**src/rtl/dmem_arbiter_if.sv**
```systemverilog
// Signal bundle for the data-memory arbiter: core request, external requester and memory port.
// master = the side driving requests and the memory read data; slave = the arbiter.
interface dmem_arbiter_if #(
  parameter int unsigned DATA_WIDTH = 32
);
  logic                  cpu_req;
  logic                  cpu_we;
  logic [DATA_WIDTH-1:0] cpu_addr;
  logic [DATA_WIDTH-1:0] cpu_wdata;
  logic [DATA_WIDTH-1:0] cpu_rdata;
  logic                  cpu_stall;

  logic                  ext_valid;
  logic                  ext_we;
  logic [DATA_WIDTH-1:0] ext_addr;
  logic [DATA_WIDTH-1:0] ext_wdata;
  logic                  ext_ready;
  logic [DATA_WIDTH-1:0] ext_rdata;
  logic                  ext_rvalid;

  logic                  mem_we;
  logic [DATA_WIDTH-1:0] mem_addr;
  logic [DATA_WIDTH-1:0] mem_wdata;
  logic [DATA_WIDTH-1:0] mem_rdata;

  modport master (
    output cpu_req, cpu_we, cpu_addr, cpu_wdata,
    input  cpu_rdata, cpu_stall,
    output ext_valid, ext_we, ext_addr, ext_wdata,
    input  ext_ready, ext_rdata, ext_rvalid,
    input  mem_we, mem_addr, mem_wdata,
    output mem_rdata
  );

  modport slave (
    input  cpu_req, cpu_we, cpu_addr, cpu_wdata,
    output cpu_rdata, cpu_stall,
    input  ext_valid, ext_we, ext_addr, ext_wdata,
    output ext_ready, ext_rdata, ext_rvalid,
    output mem_we, mem_addr, mem_wdata,
    input  mem_rdata
  );
endinterface

```
**src/rtl/dmem_arbiter.sv**
```systemverilog
// Data-memory port arbiter: CPU has fixed priority, a starvation counter forces the external
// requester through after MAX_WAIT blocked cycles. Define DMEM_ARB_STATS_EN for statistics outputs.
module dmem_arbiter #(
  parameter int unsigned DATA_WIDTH = 32,
  parameter int unsigned MAX_WAIT   = 4,
  parameter int unsigned CNT_WIDTH  = 8
) (
  input  logic                 clk,
  input  logic                 reset,
  dmem_arbiter_if.slave        bus
`ifdef DMEM_ARB_STATS_EN
  ,
  output logic [31:0]          stat_ext_grants,
  output logic [31:0]          stat_cpu_stalls,
  output logic [CNT_WIDTH-1:0] stat_max_wait
`endif
);

  localparam logic [CNT_WIDTH-1:0] MaxWait = CNT_WIDTH'(MAX_WAIT);

  logic [CNT_WIDTH-1:0]  wait_cnt;
  logic [CNT_WIDTH-1:0]  wait_cnt_next;
  logic                  ext_grant;
  logic [DATA_WIDTH-1:0] ext_rdata_q;
  logic                  ext_rvalid_q;

  always_comb begin
    bus.ext_ready = !bus.cpu_req || (wait_cnt == MaxWait);
    ext_grant     = bus.ext_valid && bus.ext_ready;

    if (ext_grant) begin
      bus.mem_we    = bus.ext_we;
      bus.mem_addr  = bus.ext_addr;
      bus.mem_wdata = bus.ext_wdata;
    end else begin
      bus.mem_we    = bus.cpu_req && bus.cpu_we;
      bus.mem_addr  = bus.cpu_addr;
      bus.mem_wdata = bus.cpu_wdata;
    end

    // Only a forced grant can coincide with an active CPU request.
    bus.cpu_stall = bus.cpu_req && ext_grant;
    bus.cpu_rdata = bus.mem_rdata;

    if (ext_grant || !bus.ext_valid) begin
      wait_cnt_next = '0;
    end else if (wait_cnt < MaxWait) begin
      wait_cnt_next = wait_cnt + 1'b1;
    end else begin
      wait_cnt_next = wait_cnt;
    end

    bus.ext_rdata  = ext_rdata_q;
    bus.ext_rvalid = ext_rvalid_q;
  end

  always_ff @(posedge clk) begin
    if (reset) begin
      wait_cnt     <= '0;
      ext_rdata_q  <= '0;
      ext_rvalid_q <= 1'b0;
    end else begin
      wait_cnt     <= wait_cnt_next;
      ext_rvalid_q <= ext_grant && !bus.ext_we;
      if (ext_grant && !bus.ext_we) begin
        ext_rdata_q <= bus.mem_rdata;
      end
    end
  end

`ifdef DMEM_ARB_STATS_EN
  logic [31:0]          grants_q;
  logic [31:0]          stalls_q;
  logic [CNT_WIDTH-1:0] max_wait_q;

  always_ff @(posedge clk) begin
    if (reset) begin
      grants_q   <= '0;
      stalls_q   <= '0;
      max_wait_q <= '0;
    end else begin
      if (ext_grant) begin
        grants_q <= grants_q + 32'd1;
      end
      if (bus.cpu_stall) begin
        stalls_q <= stalls_q + 32'd1;
      end
      // wait_cnt never exceeds MAX_WAIT, so tracking the peak saturates by construction.
      if (wait_cnt_next > max_wait_q) begin
        max_wait_q <= wait_cnt_next;
      end
    end
  end

  assign stat_ext_grants = grants_q;
  assign stat_cpu_stalls = stalls_q;
  assign stat_max_wait   = max_wait_q;
`endif

endmodule

```
**src/flat_wrapper.sv**
```systemverilog
// flat-port wrapper written by rule: the top's interface ports become plain ports
module dmem_arbiter_flat 
#(
  parameter int unsigned DATA_WIDTH = 32,
  parameter int unsigned MAX_WAIT   = 4,
  parameter int unsigned CNT_WIDTH  = 8
)
  (clk, reset, bus_cpu_req, bus_cpu_we, bus_cpu_addr, bus_cpu_wdata, bus_cpu_rdata, bus_cpu_stall, bus_ext_valid, bus_ext_we, bus_ext_addr, bus_ext_wdata, bus_ext_ready, bus_ext_rdata, bus_ext_rvalid, bus_mem_we, bus_mem_addr, bus_mem_wdata, bus_mem_rdata);
  dmem_arbiter_if #(.DATA_WIDTH(DATA_WIDTH)) bus_i ();
  input  logic clk;
  input  logic reset;
  input wire logic [$bits(bus_i.cpu_req)-1:0] bus_cpu_req;
  input wire logic [$bits(bus_i.cpu_we)-1:0] bus_cpu_we;
  input wire logic [$bits(bus_i.cpu_addr)-1:0] bus_cpu_addr;
  input wire logic [$bits(bus_i.cpu_wdata)-1:0] bus_cpu_wdata;
  output wire logic [$bits(bus_i.cpu_rdata)-1:0] bus_cpu_rdata;
  output wire logic [$bits(bus_i.cpu_stall)-1:0] bus_cpu_stall;
  input wire logic [$bits(bus_i.ext_valid)-1:0] bus_ext_valid;
  input wire logic [$bits(bus_i.ext_we)-1:0] bus_ext_we;
  input wire logic [$bits(bus_i.ext_addr)-1:0] bus_ext_addr;
  input wire logic [$bits(bus_i.ext_wdata)-1:0] bus_ext_wdata;
  output wire logic [$bits(bus_i.ext_ready)-1:0] bus_ext_ready;
  output wire logic [$bits(bus_i.ext_rdata)-1:0] bus_ext_rdata;
  output wire logic [$bits(bus_i.ext_rvalid)-1:0] bus_ext_rvalid;
  output wire logic [$bits(bus_i.mem_we)-1:0] bus_mem_we;
  output wire logic [$bits(bus_i.mem_addr)-1:0] bus_mem_addr;
  output wire logic [$bits(bus_i.mem_wdata)-1:0] bus_mem_wdata;
  input wire logic [$bits(bus_i.mem_rdata)-1:0] bus_mem_rdata;
  assign bus_i.cpu_req = bus_cpu_req;
  assign bus_i.cpu_we = bus_cpu_we;
  assign bus_i.cpu_addr = bus_cpu_addr;
  assign bus_i.cpu_wdata = bus_cpu_wdata;
  assign bus_cpu_rdata = bus_i.cpu_rdata;
  assign bus_cpu_stall = bus_i.cpu_stall;
  assign bus_i.ext_valid = bus_ext_valid;
  assign bus_i.ext_we = bus_ext_we;
  assign bus_i.ext_addr = bus_ext_addr;
  assign bus_i.ext_wdata = bus_ext_wdata;
  assign bus_ext_ready = bus_i.ext_ready;
  assign bus_ext_rdata = bus_i.ext_rdata;
  assign bus_ext_rvalid = bus_i.ext_rvalid;
  assign bus_mem_we = bus_i.mem_we;
  assign bus_mem_addr = bus_i.mem_addr;
  assign bus_mem_wdata = bus_i.mem_wdata;
  assign bus_i.mem_rdata = bus_mem_rdata;
  dmem_arbiter #(.DATA_WIDTH(DATA_WIDTH), .MAX_WAIT(MAX_WAIT), .CNT_WIDTH(CNT_WIDTH)) u_core (.clk(clk), .reset(reset), .bus(bus_i));
endmodule
```
**config.mk**
```make
export PLATFORM = sky130hd
export DESIGN_NAME = dmem_arbiter_flat
export DESIGN_NICKNAME = d
export VERILOG_FILES = /design/src/rtl/dmem_arbiter_if.sv /design/src/rtl/dmem_arbiter.sv /design/src/flat_wrapper.sv
export SDC_FILE = /design/constraint.sdc
export NUM_CORES = 1
export LEC_CHECK = 0
export ABC_CLOCK_PERIOD_IN_PS = 3050
export CORE_AREA = 4 4 114 116
export CTS_CLUSTER_DIAMETER = 80
export DETAILED_ROUTE_END_ITERATION = 8
export DIE_AREA = 0 0 118 120
export HOLD_SLACK_MARGIN = 0.06
export PLACE_DENSITY = 0.78
export SLEW_MARGIN = 25
export SYNTH_ARGS = -nofsm -noshare
export SYNTH_HDL_FRONTEND = slang
export SYNTH_SLANG_ARGS = --single-unit
```
**constraint.sdc**
```tcl
create_clock -name clk -period 3.05 [get_ports clk]
set_input_delay 0.4575 -clock clk [delete_from_list [all_inputs] [get_ports clk]]
set_output_delay 0.4575 -clock clk [all_outputs]
set_load 0.01 [all_outputs]
```
==> results.tsv, run 1 <==
stage	metric	value	unit
outcome	status	completed	
global_route	Overall Global Routing Usage	16.8	%
critical_path	slowest stage delay, CP	0.55	ns
route	DR WL met2	6990	µm
route	Top Layer Used	met5	
logic_synthesis	Ys Warns	0	
layout	Finished Cell Area	5860	µm²
clock_network	cts bufs inserted	5	
clock_network	Skew-Pair Late Insertion Delay	0.28	ns
clock_network	clock sink count	41	
sta	Clock Skews	0.00838	ns
layout	layout cells sized above 1	16.1	%
route	Via Count	3157	
logic_synthesis	most common cell in the netlist	mux2_2	
floorplan	Die Area	14200	µm²
global_route	number of global-route vias before repair	3213	
power_and_ir_drop	Power Dens Cells	317	nW/µm²
route	final routed DRC violation total	0	
floorplan	Initial Util	22.9	%
sta	post-layout min period	3.00	ns
critical_path	slowest cell on the critical path	clkdlybuf4s50_1	
power_and_ir_drop	peak supply drop	0.200	mV
critical_path	Crit Path Max Fanout	22	
flow_run	max-cap check violation count	0	
layout	fin util	49.2	%
place	hpwl dp	10700	µm
sta	fin. max-slew vios	0	
clock_network	Clock H-tree levels	2	
logic_synthesis	Synth Flop Type	dfxtp_1	
critical_path	cells along the critical path	clkdlybuf4s50_1 -> nor4b_4 -> a21oi_4 -> buf_12 -> buf_12 -> mux2_2 -> clkdlybuf4s50_1	
layout	Layout fillers	1123	
logic_synthesis	flop and latch count out of synthesis	41	
sta	final setup TNS	0	ns
clock_network	Clk pin slew, worst setup/hold paths	0.06	ns
clock_network	CTS tree	yes	
floorplan	Die Ht	120	µm
floorplan	die width	118	µm
sta	Final Cycle Share	98.5	%
route	vias per cell	4.55	
logic_synthesis	largest cells by area after synthesis	dfxtp_1 30%, mux2_2 26%, or3b_1 10%	
route	metal3 WL	1000	µm
logic_synthesis	part of the Yosys area used for sequential elements	30.1	%
logic_synthesis	post-synth top area share	30.1	%
power_and_ir_drop	Pleak	2.14	nW
route	First-pass DRT Iterations	4	
critical_path	CP Buf/Inv Count	4	
layout	Nets	714	
floorplan	core area	11900	µm²
global_route	initial antenna violation count	2	
logic_synthesis	Synth async-reset ratio	0	%
place	gpl congestion	0.820	
floorplan	I/O pin cnt	298	
hold_path	Hold Crit Class	reg -> reg	
logic_synthesis	most frequent cells after synthesis	64 x mux2_2, 41 x dfxtp_1, 37 x buf_4	
layout	Area Overhead vs Synth	115	%
global_route	largest net degree at the start of global routing	66	
critical_path	CP delay by family, top	buffers and inverters	
critical_path	required time worst endpoint	2.59	ns
layout	# diodes	0	
critical_path	Critical Path AT	2.55	ns
logic_synthesis	Post-synth EDFFs	0	
sta	final setup violation count	0	
sta	f_max	333	MHz
critical_path	critical path class	in -> out	
sta	Fin. Hold Viols	0	
power_and_ir_drop	overall power	1.86	mW
place	dpl cell area	5600	µm²
clock_network	CTS max path bufs	2	
global_route	grt total ovfl	0	
logic_synthesis	Syn Nets	457	
floorplan	FP Rows	40	
route	Routed WL per cell	19.0	µm
place	port bufs	297	
clock_network	clock root cell	clkbuf_16	
critical_path	Worst setup SP type	primary input	
sta	worst slew pin tran	0.527	ns
route	wirelength, routed	13200	µm
route	antenna-violating nets left	0	
critical_path	nature of the critical path endpoint	output pin	
logic_synthesis	leading area contributor after synthesis	dfxtp_1	
logic_synthesis	Syn Area/Cell	9.43	µm²
logic_synthesis	Netlist cell types	27	
route	Met1 Wirelength	4990	µm
logic_synthesis	Mapped Area	2730	µm²
logic_synthesis	Synth Instances	289	
route	initial DRC count	111	
global_route	first-pass GRT wire length	18900	µm
sta	Rel. slew slack	64.9	%
clock_network	CTS Hold Bufs	0	
[per-layer routing]
layer  vias to the layer above  track usage [%]
li1                       1524                -
met1                      1470             17.9
met2                       143             31.4
met3                        16             6.79
met4                         4             3.30
met5                         -                0
[cell usage in the layout, fill, tap and decap left out, types with 2 or more instances in the layout]
cell type        instances
inv_1                    2
and2_1                   5
nor2_1                   4
nand2_1                  2
clkbuf_16                7
buf_12                   3
buf_4                    5
o21ai_0                 32
mux2_2                  64
or3b_1                  32
a21oi_1                 34
ha_1                     2
nor3_1                   2
clkdlybuf4s50_1        296
dfxtp_1                 41
[logic make-up after synthesis]
family	synth area share (%)
buffers and inverters	13.4
AOI/OAI and AO/OA	13.0
adders and majority gates	0.918
DFF	30.1
xor gates and xnor gates	0.321
and+or+nand+nor	15.4
muxes	26.8
[report_power, final]
part | leakage [nW] | switching, mW | internal [mW]
Sequential | 0.333 | 0.00678 | 0.550
Clock | 0.0841 | 0.215 | 0.409
Combinational | 1.72 | 0.225 | 0.450
[state kept, by name (all words and copies together), names as in the netlist]
| register | flops |
|---|---|
| u_core.bus.ext_rdata | 32 |
| u_core.bus.ext_rvalid | 1 |
| u_core.wait_cnt | 8 |
[final timing paths]
kind / from / end / slack [ns] / cells after the start
setup / recovery: bus_ext_valid / bus_mem_wdata[6] / 0.05 / 7
setup reg to reg: u_core.wait_cnt[0]$_SDFFE_PP0N_ / u_core.bus.ext_rdata[19]$_SDFFE_PP0P_ / 0.98 / 9
hold reg to reg: u_core.wait_cnt[4]$_SDFFE_PP0N_ / u_core.wait_cnt[4]$_SDFFE_PP0N_ / 0.47 / 1
hold / removal: u_core.wait_cnt[4]$_SDFFE_PP0N_ / u_core.wait_cnt[4]$_SDFFE_PP0N_ / 0.47 / 1
[metrics by stage]
step	instances	hold slack (ns)	worst slack, ns
2_1_floorplan	289	0.436	0.840
3_3_place_gp	683	0.453	0.140
3_5_place_dp	683	0.462	0.0584
4_1_cts	691	0.475	0.0216
5_1_grt	694	0.500	-0.0656
6_report	694	0.472	0.0456
[area by class of cell]
type	instances	area (µm²)	share of cell area (%)
clock buffers	7	143	2.44
clock inverters	1	30.0	0.513
flip-flops and latches	41	821	14.0
inverters	2	7.51	0.128
multi-input cells	189	1560	26.6
repair buffers	307	3120	53.2
well taps	147	184	3.14
[timing repair]
action                     CTS  global route
setup buffers                0             1
setup endpoints to repair    0            44
gates resized for setup      0             1
No activity file was read; power rests on OpenSTA's default activity.
==> run 2: changes to the inputs <==
CORE_AREA = 2 2 115 117   (was 4 4 114 116)
DIE_AREA = 0 0 117 119   (was 0 0 118 120)
PLACE_DENSITY = 0.75   (was 0.78)
==> results.tsv, run 2 (synthesis gave the netlist of run 1 again) <==
stage	metric	value	unit
route	Via Count	3120	
clock_network	CTS max path bufs	2	
route	initial DRC count	118	
hold_path	Hold Crit Class	reg -> reg	
clock_network	CTS Hold Bufs	0	
layout	layout cells sized above 1	16.2	%
floorplan	Initial Util	21.2	%
sta	Final Cycle Share	97.0	%
place	dpl cell area	5650	µm²
route	First-pass DRT Iterations	4	
power_and_ir_drop	clock power share	34.0	%
sta	Rel. slew slack	64.9	%
critical_path	critical path class	reg -> out	
clock_network	cts bufs inserted	5	
flow_run	max-cap check violation count	0	
floorplan	Die Area	13900	µm²
layout	area of the multi-input gates	1560	µm²
route	wirelength, routed	11900	µm
clock_network	Skew-Pair Late Insertion Delay	0.28	ns
layout	# diodes	0	
critical_path	required time worst endpoint	2.59	ns
layout	FF+latch area	821	µm²
outcome	status	completed	
power_and_ir_drop	sequential power share	30.5	%
layout	Area Overhead vs Synth	115	%
sta	RSZ-0062 raised after global routing	true	
layout	Finished Cell Area	5860	µm²
critical_path	Critical Path AT	2.50	ns
sta	final setup violation count	0	
global_route	number of global-route vias before repair	3038	
layout	most frequent cells in the layout	276 x clkdlybuf4s50_1, 64 x mux2_2, 41 x dfxtp_1	
floorplan	Die Ht	119	µm
power_and_ir_drop	cell-internal power	1.39	mW
clock_network	Clk pin slew, worst setup/hold paths	0.06	ns
floorplan	die width	117	µm
global_route	largest net degree at the start of global routing	66	
clock_network	CTS tree	yes	
floorplan	core area	12900	µm²
route	vias per cell	4.31	
clock_network	clock root cell	clkbuf_16	
global_route	initial antenna violation count	0	
sta	worst slew pin tran	0.526	ns
layout	Layout fillers	1251	
critical_path	Worst setup SP type	flip-flop	
clock_network	Clock H-tree levels	2	
place	gpl congestion	0.780	
power_and_ir_drop	Gate power share	35.6	%
layout	max FFs per register	32	
place	hpwl dp	9590	µm
critical_path	nature of the critical path endpoint	output pin	
sta	Fin. Hold Viols	0	
power_and_ir_drop	Switching Fraction	23.8	%
layout	count of non-filler cells in the finished layout	724	
power_and_ir_drop	peak supply drop	0.182	mV
power_and_ir_drop	Pleak	2.19	nW
route	Routed WL per cell	16.4	µm
critical_path	Crit Path Max Fanout	21	
power_and_ir_drop	switching power total	0.435	mW
global_route	grt total ovfl	0	
floorplan	FP Rows	42	
floorplan	I/O pin cnt	298	
place	placed insts	713	
power_and_ir_drop	Power Dens Cells	312	nW/µm²
route	antenna-violating nets left	0	
place	port bufs	297	
sta	fin. max-slew vios	0	
layout	Nets	715	
sta	Clock Skews	0.00815	ns
global_route	Overall Global Routing Usage	15.4	%
route	final routed DRC violation total	0	
sta	f_max	338	MHz
layout	commonest non-fill, non-tap cell in the layout	clkdlybuf4s50_1	
global_route	first-pass GRT wire length	16600	µm
sta	post-layout min period	2.96	ns
clock_network	clock sink count	41	
## run 2: cell count changes in the layout (fill, tap and decap cells not counted)
cell             change
buf_12               -1
buf_4                +2
buf_8                +1
clkbuf_16            -1
clkdlybuf4s50_1     -20
dlygate4sd2_1       +17
dlymetal6s2s_1       +3
## run 2: what timing repair did
action | CTS | global route
resized for setup | 17 | 6
setup endpoints to repair | 23 | 36
cloned | 0 | 1
setup buffers | 0 | 2
pin swaps | 0 | 1
## run 2: stage by stage
stage / power (mW) / setup WS (ns) / hold slack, ns / util [%] / setup TNS, ns
finish: 1.83 / 0.0925 / 0.474 / 45.5 / 0
floorplan: 0.804 / 0.840 / 0.436 / - / 0
global route: 1.91 / -0.00664 / 0.500 / 45.5 / -0.0239
CTS: 1.85 / -0.0222 / 0.476 / 45.0 / -0.0692
detailed placement: 1.23 / 0.0703 / 0.466 / 43.9 / 0
global placement: 1.22 / 0.101 / 0.459 / 43.9 / 0
## run 2: worst paths after layout
| check | from | endpoint | slack (ns) | cells after the start |
|---|---|---|---|---|
| setup / recovery | u_core.wait_cnt[0]$_SDFFE_PP0N_ | bus_mem_addr[19] | 0.09 | 7 |
| setup reg to reg | u_core.wait_cnt[0]$_SDFFE_PP0N_ | u_core.bus.ext_rdata[22]$_SDFFE_PP0P_ | 0.92 | 9 |
| hold reg to reg | u_core.bus.ext_rdata[18]$_SDFFE_PP0P_ | u_core.bus.ext_rdata[18]$_SDFFE_PP0P_ | 0.47 | 2 |
| hold / removal | u_core.bus.ext_rdata[18]$_SDFFE_PP0P_ | u_core.bus.ext_rdata[18]$_SDFFE_PP0P_ | 0.47 | 2 |
## run 2: layout make-up
type / count / share of cell area, %
clock buffers: 7 / 2.43
clock inverters: 1 / 0.512
inverters: 2 / 0.128
multi-input cells: 189 / 26.5
flip-flops and latches: 41 / 14.0
well taps: 176 / 3.76
repair buffers: 308 / 52.6
## run 2: worst max-delay path, stage by stage, from the launching register on
cell and delay [ns]:
dfxtp_1 0.37, inv_1 0.06, ha_1 0.21, and4bb_2 0.26
a21oi_4 0.27, buf_12 0.21, mux2_2 0.36, clkdlybuf4s50_1 0.48
## run 2: metal layers
metal,track usage (%),vias to the layer above,wire length [µm]
li1,-,1527,-
met1,17.5,1443,4730
met2,27.2,142,5850
met3,6.01,8,1230
met4,2.79,0,84
met5,0,-,0
## run 2: power groups by stage
stage / clock, mW / sequential, mW / combinational (mW)
final: 0.621 / 0.557 / 0.651
after global routing: 0.661 / 0.559 / 0.692
after CTS: 0.645 / 0.557 / 0.652
after detailed placement: 0 / 0.569 / 0.660
after global placement: 0 / 0.568 / 0.653
after floorplan: 0 / 0.575 / 0.229
==> run 3: changes to the inputs <==
CORE_AREA = 2 2 116 118   (was 2 2 115 117)
DIE_AREA = 0 0 118 120   (was 0 0 117 119)
DONT_BUFFER_PORTS = 1   (was not set)
PLACE_DENSITY = 0.44   (was 0.75)
RECOVER_POWER = 50   (was not set)
==> results.tsv, run 3 (synthesis gave the netlist of run 1 again) <==
stage	metric	value	unit
sta	fin. max-slew vios	0	
critical_path	CP Buf/Inv Count	2	
clock_network	Skew-Pair Late Insertion Delay	0.29	ns
critical_path	reg2reg end	u_core.wait_cnt[3]$_SDFFE_PP0N_	
clock_network	clock root cell	clkbuf_16	
place	pre-CTS WS	0.619	ns
route	initial DRC count	93	
route	First-pass DRT Iterations	4	
layout	Nets	408	
floorplan	Die Area	14200	µm²
global_route	Overall Global Routing Usage	13.0	%
critical_path	Worst setup SP type	flip-flop	
critical_path	reg2reg start	u_core.wait_cnt[3]$_SDFFE_PP0N_	
global_route	largest net degree at the start of global routing	132	
power_and_ir_drop	Pleak	0.891	nW
clock_network	post-cts sizing count	0	
sta	final setup TNS	0	ns
floorplan	Initial Util	21.0	%
layout	commonest non-fill, non-tap cell in the layout	mux2_2	
clock_network	CTS max path bufs	2	
power_and_ir_drop	peak supply drop	0.304	mV
sta	final setup violation count	0	
flow_run	max-cap check violation count	0	
hold_path	Hold Crit Class	in -> reg	
global_route	initial antenna violation count	9	
route	Via Count	1966	
critical_path	Setup crit end	bus_mem_addr[12]	
layout	fin util	21.2	%
critical_path	CP Depth	6	
place	dpl cell area	2620	µm²
critical_path	nature of the critical path endpoint	output pin	
sta	Final Cycle Share	93.1	%
sta	post-layout min period	2.84	ns
place	port bufs	0	
sta	RSZ-0062 raised after global routing	false	
route	Routed WL per cell	23.2	µm
clock_network	clock sink count	41	
critical_path	FF-to-FF setup slack	1.00	ns
critical_path	R2R cell count	4	
critical_path	CP delay by family, top	buffers and inverters	
critical_path	critical path class	reg -> out	
sta	f_max	352	MHz
critical_path	Crit Path Max Fanout	131	
critical_path	cells along the critical path	inv_1 -> ha_1 -> and4bb_1 -> a21oi_1 -> buf_12 -> mux2_2	
sta	Clock Skews	0.00343	ns
critical_path	slowest cell on the critical path	buf_12	
place	hpwl dp	7840	µm
global_route	number of global-route vias before repair	1775	
critical_path	Crit. Startpoint	u_core.wait_cnt[0]$_SDFFE_PP0N_	
global_route	first-pass GRT wire length	13300	µm
floorplan	core area	13000	µm²
layout	Area Overhead vs Synth	0.827	%
sta	Setup WS post-layout	0.212	ns
clock_network	CTS tree	yes	
sta	worst slew pin tran	0.831	ns
clock_network	cts bufs inserted	5	
layout	max FFs per register	32	
floorplan	FP Rows	42	
route	antenna-violating nets left	0	
route	wirelength, routed	9800	µm
critical_path	slowest stage delay, CP	0.47	ns
layout	Finished Cell Area	2750	µm²
layout	most frequent cells in the layout	64 x mux2_2, 41 x dfxtp_1, 35 x a21oi_1	
clock_network	Clk pin slew, worst setup/hold paths	0.06	ns
power_and_ir_drop	Power Dens Cells	465	nW/µm²
floorplan	Die Ht	120	µm
route	final routed DRC violation total	0	
floorplan	die width	118	µm
floorplan	I/O pin cnt	298	
clock_network	postcts setup bufs	0	
route	vias per cell	4.65	
hold_path	Hold Crit Depth	1	
clock_network	CTS Hold Bufs	0	
critical_path	Critical Path AT	2.38	ns
sta	WHS	0.234	ns
place	gpl congestion	0.883	
layout	layout cells sized above 1	30.3	%
outcome	status	completed	
sta	Fin. Hold Viols	0	
clock_network	Clock H-tree levels	2	
global_route	grt total ovfl	0	
critical_path	required time worst endpoint	2.59	ns
sta	Rel. slew slack	43.9	%
run 3: changes by cell type in the layout (fill, tap and decap cells not counted), moves of 2 or more:
cell / previous run / this run
clkdlybuf4s50_1: 276 / 0
dlygate4sd2_1: 17 / 0
buf_4: 7 / 0
diode_2: 0 / 6
and2_0: 0 / 5
and2_1: 5 / 0
dlymetal6s2s_1: 3 / 0
clkbuf_1: 1 / 3
run 3: area by class of cell:
class | count | area, µm²
tap | 176 | 220
inverter | 2 | 7.51
sequential | 41 | 821
multi-input combinational | 189 | 1530
antenna | 6 | 15.0
timing repair buffer | 1 | 20.0
clock buffer | 8 | 136
fill | 1458 | 10200
run 3: where the power goes:
group          total, mW  leakage, nW  switching [mW]  internal (mW)
clock network      0.521       0.0652           0.217          0.305
logic              0.189        0.493           0.103         0.0864
registers          0.567        0.333          0.0162          0.551
total               1.28        0.891           0.336          0.942
run 3: worst min-delay path by stage:
stage / from / endpoint / slack (ns)
3_5_place_dp: u_core.wait_cnt[5]$_SDFFE_PP0N_ / u_core.wait_cnt[5]$_SDFFE_PP0N_ / 0.47
3_3_place_gp: u_core.wait_cnt[5]$_SDFFE_PP0N_ / u_core.wait_cnt[5]$_SDFFE_PP0N_ / 0.48
5_1_grt: reset / u_core.bus.ext_rdata[0]$_SDFFE_PP0P_ / 0.21
4_1_cts: reset / u_core.bus.ext_rdata[0]$_SDFFE_PP0P_ / 0.21
2_1_floorplan: u_core.wait_cnt[5]$_SDFFE_PP0N_ / u_core.wait_cnt[5]$_SDFFE_PP0N_ / 0.44
6_report: reset / u_core.bus.ext_rdata[0]$_SDFFE_PP0P_ / 0.23
run 3: metal layers:
metal  vias to the layer above  share of wire [%]  global-route usage (%)
met3                        16                 13                    8.98
li1                        906                  -                       -
met4                         6                2.3                    5.57
met2                       137                 49                    21.3
met1                       901                 35                    12.6
met5                         -               0.42                       0
run 3: stage by stage:
step,power (mW),instances
after detailed placement,0.770,409
after global routing,1.34,421
final,1.28,423
after CTS,1.31,417
after global placement,0.765,409
after floorplan,0.804,289
